## src/rtl/mips_pkg.sv

```systemverilog
// Shared encodings for the multicycle MIPS control sequencer: states, opcodes,
// instruction classes and the pc_src / alu_op select values.
package mips_pkg;

   typedef enum logic [2:0] {
      ST_RESET     = 3'd0,
      ST_HALT      = 3'd1,
      ST_FETCH     = 3'd2,
      ST_DECODE    = 3'd3,
      ST_EXECUTE   = 3'd4,
      ST_MEMORY    = 3'd5,
      ST_WRITEBACK = 3'd6,
      ST_TRAP      = 3'd7
   } state_e;

   typedef enum logic [2:0] {
      CL_NONE = 3'd0,
      CL_ADD  = 3'd1,
      CL_SUB  = 3'd2,
      CL_ADDI = 3'd3,
      CL_BEQ  = 3'd4,
      CL_J    = 3'd5,
      CL_LW   = 3'd6,
      CL_SW   = 3'd7
   } iclass_e;

   localparam logic [5:0] OP_RTYPE = 6'h00;
   localparam logic [5:0] OP_ADDI  = 6'h08;
   localparam logic [5:0] OP_BEQ   = 6'h04;
   localparam logic [5:0] OP_J     = 6'h02;
   localparam logic [5:0] OP_LW    = 6'h23;
   localparam logic [5:0] OP_SW    = 6'h2B;
   localparam logic [5:0] FN_ADD   = 6'h20;
   localparam logic [5:0] FN_SUB   = 6'h22;

   localparam logic [1:0] PC_INC    = 2'd0;
   localparam logic [1:0] PC_BRANCH = 2'd1;
   localparam logic [1:0] PC_JUMP   = 2'd2;

   localparam logic [1:0] ALU_ADD   = 2'd0;
   localparam logic [1:0] ALU_SUB   = 2'd1;
   localparam logic [1:0] ALU_PASSA = 2'd2;

endpackage

```

## src/rtl/mips_ctrl_decode.sv

```systemverilog
// Combinational opcode/funct classifier; anything outside the supported
// instruction set reports illegal with class NONE.
module mips_ctrl_decode
   import mips_pkg::*;
#(
   parameter int OP_W = 6
) (
   input  logic [OP_W-1:0] dec_opcode_i,
   input  logic [OP_W-1:0] dec_funct_i,
   output iclass_e         dec_class_o,
   output logic            dec_illegal_o
);

   always_comb begin
      dec_class_o   = CL_NONE;
      dec_illegal_o = 1'b0;
      case (dec_opcode_i)
         OP_W'(OP_RTYPE): begin
            if (dec_funct_i == OP_W'(FN_ADD))      dec_class_o = CL_ADD;
            else if (dec_funct_i == OP_W'(FN_SUB)) dec_class_o = CL_SUB;
            else                                   dec_illegal_o = 1'b1;
         end
         OP_W'(OP_ADDI): dec_class_o = CL_ADDI;
         OP_W'(OP_BEQ):  dec_class_o = CL_BEQ;
         OP_W'(OP_J):    dec_class_o = CL_J;
         OP_W'(OP_LW):   dec_class_o = CL_LW;
         OP_W'(OP_SW):   dec_class_o = CL_SW;
         default:        dec_illegal_o = 1'b1;
      endcase
   end

endmodule

```

## src/rtl/mips_multi_ctrl.sv

```systemverilog
// Main control sequencer for the multicycle MIPS datapath: state register,
// Moore-style strobe decode, latched instruction class and retired counter.
module mips_multi_ctrl
   import mips_pkg::*;
#(
   parameter int CNT_W = 16,
   parameter int OP_W  = 6
) (
   input  logic             ctrl_in_clk,
   input  logic             ctrl_in_rst_n,
   input  logic             ctrl_in_run,
   input  logic [OP_W-1:0]  ctrl_in_opcode,
   input  logic [OP_W-1:0]  ctrl_in_funct,
   input  logic             ctrl_in_zero,
   input  logic             ctrl_in_mem_ready,
   output logic [2:0]       ctrl_out_state,
   output logic             ctrl_out_pc_write,
   output logic [1:0]       ctrl_out_pc_src,
   output logic             ctrl_out_ir_write,
   output logic             ctrl_out_ab_write,
   output logic [1:0]       ctrl_out_alu_op,
   output logic             ctrl_out_alu_src_imm,
   output logic             ctrl_out_mem_wren,
   output logic             ctrl_out_reg_write,
   output logic             ctrl_out_reg_dst_rt,
   output logic             ctrl_out_mem_to_reg,
   output logic             ctrl_out_trap,
   output logic [CNT_W-1:0] ctrl_out_retired
);

   state_e           state_q, state_d;
   iclass_e          class_q, class_d;
   logic [CNT_W-1:0] retired_q, retired_d;
   logic             retire;
   iclass_e          dec_class;
   logic             dec_illegal;

   mips_ctrl_decode #(.OP_W(OP_W)) u_decode (
      .dec_opcode_i  (ctrl_in_opcode),
      .dec_funct_i   (ctrl_in_funct),
      .dec_class_o   (dec_class),
      .dec_illegal_o (dec_illegal)
   );

   always_ff @(posedge ctrl_in_clk or negedge ctrl_in_rst_n) begin
      if (!ctrl_in_rst_n) begin
         state_q   <= ST_RESET;
         class_q   <= CL_NONE;
         retired_q <= '0;
      end else begin
         state_q   <= state_d;
         class_q   <= class_d;
         retired_q <= retired_d;
      end
   end

   always_comb begin
      state_d              = state_q;
      class_d              = class_q;
      retire               = 1'b0;
      ctrl_out_pc_write    = 1'b0;
      ctrl_out_pc_src      = PC_INC;
      ctrl_out_ir_write    = 1'b0;
      ctrl_out_ab_write    = 1'b0;
      ctrl_out_alu_op      = ALU_ADD;
      ctrl_out_alu_src_imm = 1'b0;
      ctrl_out_mem_wren    = 1'b0;
      ctrl_out_reg_write   = 1'b0;
      ctrl_out_reg_dst_rt  = 1'b0;
      ctrl_out_mem_to_reg  = 1'b0;
      ctrl_out_trap        = 1'b0;
      case (state_q)
         ST_RESET: state_d = ST_HALT;
         ST_HALT: begin
            if (ctrl_in_run) state_d = ST_FETCH;
         end
         // run is sampled only here, so a dropped run lets the current instruction finish
         ST_FETCH: begin
            if (!ctrl_in_run) begin
               state_d = ST_HALT;
            end else begin
               ctrl_out_ir_write = 1'b1;
               ctrl_out_pc_write = 1'b1;
               ctrl_out_pc_src   = PC_INC;
               state_d           = ST_DECODE;
            end
         end
         ST_DECODE: begin
            ctrl_out_ab_write = 1'b1;
            class_d           = dec_class;
            if (dec_illegal) begin
               state_d = ST_TRAP;
            end else if (dec_class == CL_J) begin
               ctrl_out_pc_write = 1'b1;
               ctrl_out_pc_src   = PC_JUMP;
               retire            = 1'b1;
               state_d           = ST_FETCH;
            end else begin
               state_d = ST_EXECUTE;
            end
         end
         ST_EXECUTE: begin
            case (class_q)
               CL_ADD: state_d = ST_WRITEBACK;
               CL_SUB: begin
                  ctrl_out_alu_op = ALU_SUB;
                  state_d         = ST_WRITEBACK;
               end
               CL_ADDI: begin
                  ctrl_out_alu_src_imm = 1'b1;
                  state_d              = ST_WRITEBACK;
               end
               CL_LW, CL_SW: begin
                  ctrl_out_alu_src_imm = 1'b1;
                  state_d              = ST_MEMORY;
               end
               CL_BEQ: begin
                  ctrl_out_alu_op   = ALU_SUB;
                  ctrl_out_pc_write = ctrl_in_zero;
                  ctrl_out_pc_src   = PC_BRANCH;
                  retire            = 1'b1;
                  state_d           = ST_FETCH;
               end
               default: state_d = ST_TRAP;
            endcase
         end
         ST_MEMORY: begin
            ctrl_out_mem_wren = (class_q == CL_SW);
            if (ctrl_in_mem_ready) begin
               if (class_q == CL_SW) begin
                  retire  = 1'b1;
                  state_d = ST_FETCH;
               end else begin
                  state_d = ST_WRITEBACK;
               end
            end
         end
         ST_WRITEBACK: begin
            ctrl_out_reg_write  = 1'b1;
            ctrl_out_reg_dst_rt = (class_q == CL_ADDI) || (class_q == CL_LW);
            ctrl_out_mem_to_reg = (class_q == CL_LW);
            retire              = 1'b1;
            state_d             = ST_FETCH;
         end
         ST_TRAP: ctrl_out_trap = 1'b1;
         default: state_d = ST_RESET;
      endcase
   end

   // Saturating count: holds at all-ones instead of wrapping
   always_comb begin
      retired_d = retired_q;
      if (retire && (retired_q != {CNT_W{1'b1}})) retired_d = retired_q + 1'b1;
   end

   assign ctrl_out_state   = state_q;
   assign ctrl_out_retired = retired_q;

endmodule

```

## config.mk

```make
export PLATFORM = sky130hd
export DESIGN_NAME = mips_multi_ctrl
export DESIGN_NICKNAME = d
export VERILOG_FILES = /design/src/rtl/mips_pkg.sv /design/src/rtl/mips_ctrl_decode.sv /design/src/rtl/mips_multi_ctrl.sv
export SDC_FILE = /design/constraint.sdc
export NUM_CORES = 1
export LEC_CHECK = 0
export CORE_MARGIN = 3
export CORE_UTILIZATION = 30
export CTS_BUF_LIST = sky130_fd_sc_hd__clkbuf_8
export CTS_CLUSTER_SIZE = 20
export DETAILED_ROUTE_END_ITERATION = 10
export DONT_BUFFER_PORTS = 1
export SYNTH_ARGS = -nofsm -noshare
export SYNTH_HDL_FRONTEND = slang
export SYNTH_HIERARCHICAL = 1
export SYNTH_SLANG_ARGS = --single-unit
```

## constraint.sdc

```tcl
create_clock -name ctrl_in_clk -period 2.26 [get_ports ctrl_in_clk]
set_input_delay 0.452 -clock ctrl_in_clk [delete_from_list [all_inputs] [get_ports ctrl_in_clk]]
set_output_delay 0.452 -clock ctrl_in_clk [all_outputs]
set_load 0.02 [all_outputs]
```

==> flow_metrics.tcl <==
set metrics [dict create \
    cp-endpoint "ctrl_out_pc_write" \
    via_per_inst 5.522 \
    numClockSinks 22 \
    p_leak_nw 0.7703 \
    nNetsFinal 197 \
    drt_first_pass_iters 4 \
    synthDistinctLibCells 47 \
    r2r-start "ctrl_out_state[1]$_DFFE_PN0P_" \
    diodes 0 \
    io-pin-count 49 \
    crit_required_ns 1.81 \
    grt_max_degree 23 \
    crit_start "ctrl_in_opcode[1]" \
    drive_gt1_share_pct 30.90 \
    yosysWarnings 6 \
    core_area_um2 4504 \
    die_area_um2 5709 \
    first_iter_violations 75 \
    gp_congestion 0.7818 \
    cts_buffer_depth 2 \
    ant_nets 0 \
    antenna_found_initial 0 \
    hold_path.class "input pin to flip-flop" \
    post-route-cell-area_um2 1877 \
    io_buffer_count 0 \
    clkTransAtPathRegs_ns 0.07 \
    synth_seq_cells 22 \
    synth_area_per_cell_um2 9.425 \
    period_minus_slack_ns 2.567 \
    synth_seq_area_share_pct 37.93 \
    rsz0062_at_grt "true" \
    fin_crit_sh_pct 113.6 \
    drcViolationCount 0 \
    h-tree-depth 1 \
    worstPathMaxFanout 6 \
    wire_per_inst_um 15.03 \
    startpoint_type "input pin" \
    crit_cells 7 \
    path_buf_inv 2 \
    start_util_pct 32.22 \
    power.density_nw_per_um2 833.8 \
    power_mw 1.565 \
    synthToLayoutAreaGrowth_pct 29.31 \
    violations "negative setup slack" \
    end_kind "output pin" \
    cpMaxStageDelayCell "a221o_1" \
    setup_viol 17 \
    tightestPinTransition_ns 0.9457 \
    final.setup.worst_slack_ns -0.3067 \
    cts_tree "done" \
    critical_path_class "input pin to output pin" \
    tns_ns -3.490 \
    max_stage_delay_ns 0.40 \
    status "finished, violations left" \
    relSlewSlack_pct 36.75 \
    grt_usage_pct 12.10 \
    post-dp-hpwl_um 2433 \
    vias 1270 \
    cts-root-buf "clkbuf_8" \
    reg2reg_depth 6 \
    max-cap-violations 0 \
    cts-buffers-inserted 3 \
    die_w_um 75.56 \
    timing.final.hold_violations 0 \
    r2r_end "ctrl_out_retired[1]$_DFFE_PN0P_" \
    cp_top_family "simple AND/OR/NAND/NOR gates" \
    post_dp_cell_area_um2 1678 \
    drv_slew 0 \
    crit_arrival_ns 2.11 \
    reg2reg_setup_slack_ns 0.19 \
    grt_overflow_total 0 \
    clkLatencyLatePin_ns 0.26 \
    rows 24 \
    cp_cell_sequence "maj3_2, or3_1, a221o_1, or3_4, buf_12, clkinv_8, a211o_4" \
    skew_ns 0.003189 \
    peakVddDrop_mv 0.3063 \
    die_y_um 75.56 \
    syn-num-nets 172 \
    grt_first_pass_wirelength_um 5444 \
    totalWireLength_um 3457 \
    hp-start "ctrl_in_run" \
    grt_pass1_vias 1169 \
    maxClockFrequency_mhz 389.6 \
    synth_cells 154 \
    syn_area_um2 1451 \
]
-- stage by stage --
stage | util [%] | cells | hold slack (ns) | worst slack (ns)
global route | 41.67 | 230 | 0.4436 | -0.3765
finish | 41.67 | 230 | 0.4328 | -0.3067
floorplan | - | 154 | 0.1564 | -0.3013
CTS | 40.61 | 230 | 0.4239 | -0.3112
global placement | 37.25 | 220 | 0.1569 | -0.3722
detailed placement | 37.25 | 220 | 0.1569 | -0.4142
-- synth_stat cells, drive strengths merged --
library cell / number / share of area [%]
and4bb: 1 / 0.86
a211o: 1 / 0.60
nand3: 8 / 2.8
o21ai: 6 / 2.1
nor3: 6 / 2.1
inv: 4 / 1.0
nor4: 2 / 0.86
nand4: 9 / 3.9
xnor2: 15 / 9.1
and2b: 3 / 1.6
mux2i: 1 / 0.69
dfrtp: 22 / 38
and4: 1 / 0.60
a31oi: 2 / 1.9
a21oi: 7 / 2.4
nand2: 7 / 1.8
nor2: 7 / 1.8
conb: 1 / 0.26
a211oi: 1 / 0.52
clkinv: 1 / 0.26
or4b: 1 / 0.69
o21a: 1 / 0.52
a311oi: 1 / 0.60
clkbuf: 2 / 0.52
a22oi: 1 / 0.52
a32o: 1 / 0.69
nand3b: 3 / 1.8
a221o: 1 / 0.69
ha: 1 / 0.86
or3: 3 / 2.0
nor2b: 2 / 0.86
and2: 3 / 1.3
maj3: 1 / 0.78
xor2: 2 / 1.2
and3: 8 / 3.4
nand4b: 2 / 1.2
nor3b: 3 / 1.6
a41oi: 1 / 0.60
o22ai: 2 / 0.86
buf: 6 / 3.2
mux2: 4 / 3.1
-- worst reg2reg max path, cell delays in order, from the launching register on --
cell and delay [ns]:
dfrtp_1 0.52, nand3b_2 0.19, or3_4 0.43, buf_4 0.15, a31oi_4 0.20, buf_12 0.16, mux2_2 0.32
-- final cells by class --
class,instances,area (µm²)
inverters,5,35.03
clock buffers,4,55.05
flip-flops and latches,22,550.5
well taps,52,65.06
multi-input cells,119,912.1
fillers,435,2628
repair buffers,28,259.0
-- cells in the final DEF, fill, tap and decap left out, drive strengths merged, types with 2 or more instances in the layout --
cell type,count
nand4b,2
and2,3
nor4,2
clkbuf,5
dfrtp,22
xnor2,15
buf,26
or3,3
o21ai,6
nand2,7
xor2,2
nand4,9
inv,3
and2b,3
a21oi,7
nand3b,3
nor3,6
nor2b,2
nor2,7
mux2,4
nand3,8
o22ai,2
a31oi,2
and3,8
nor3b,3
-- worst min-delay path by stage --
stage | depth (start not counted) | end | slack [ns]
floorplan | 0 | class_q[0]$_DFFE_PN0P_ | 0.16
global placement | 0 | ctrl_out_retired[6]$_DFFE_PN0P_ | 0.16
detailed placement | 0 | ctrl_out_retired[6]$_DFFE_PN0P_ | 0.16
CTS | 2 | ctrl_out_state[1]$_DFFE_PN0P_ | 0.42
global route | 2 | ctrl_out_state[1]$_DFFE_PN0P_ | 0.44
finish | 2 | ctrl_out_state[1]$_DFFE_PN0P_ | 0.43
-- report_power, final --
part	leakage, nW	switching [mW]	internal [mW]
combinational	0.456	0.363	0.309
sequential	0.286	0.146	0.468
clock	0.0288	0.124	0.155
total	0.770	0.633	0.932
-- metal layers --
metal / share of wire [%] / vias to the layer above / GRT usage (%)
met5: 0 / - / 0
met4: 1.3 / 0 / 4.466
met3: 6.9 / 5 / 3.034
met2: 46 / 40 / 18.79
met1: 46 / 610 / 16.21
li1: - / 615 / -
-- cells by family after synthesis --
group	Yosys count	synth area share (%)
flip-flops	22	37.93
AND/OR/NAND/NOR	69	29.14
XOR/XNOR	17	10.26
multiplexers	5	3.793
other	1	0.2584
AO/OA/AOI/OAI	25	11.98
buffers and inverters	13	4.999
adder cells (fa/ha/maj)	2	1.638
-- flip-flops by register name, indices dropped and copies added, names as in the netlist --
register and cells:
ctrl_out_retired 16, class_q 3, ctrl_out_state 3
-- repair_timing --
action / in CTS / in global routing
pin swaps: 15 / 9
setup endpoints to repair: 16 / 19
cloned: 1 / 0
setup buffers: 4 / 0
resized for setup: 6 / 10
hold buffers: 1 / 0
hold endpoints to repair: 22 / 0
(Power assumes the default switching activity.)
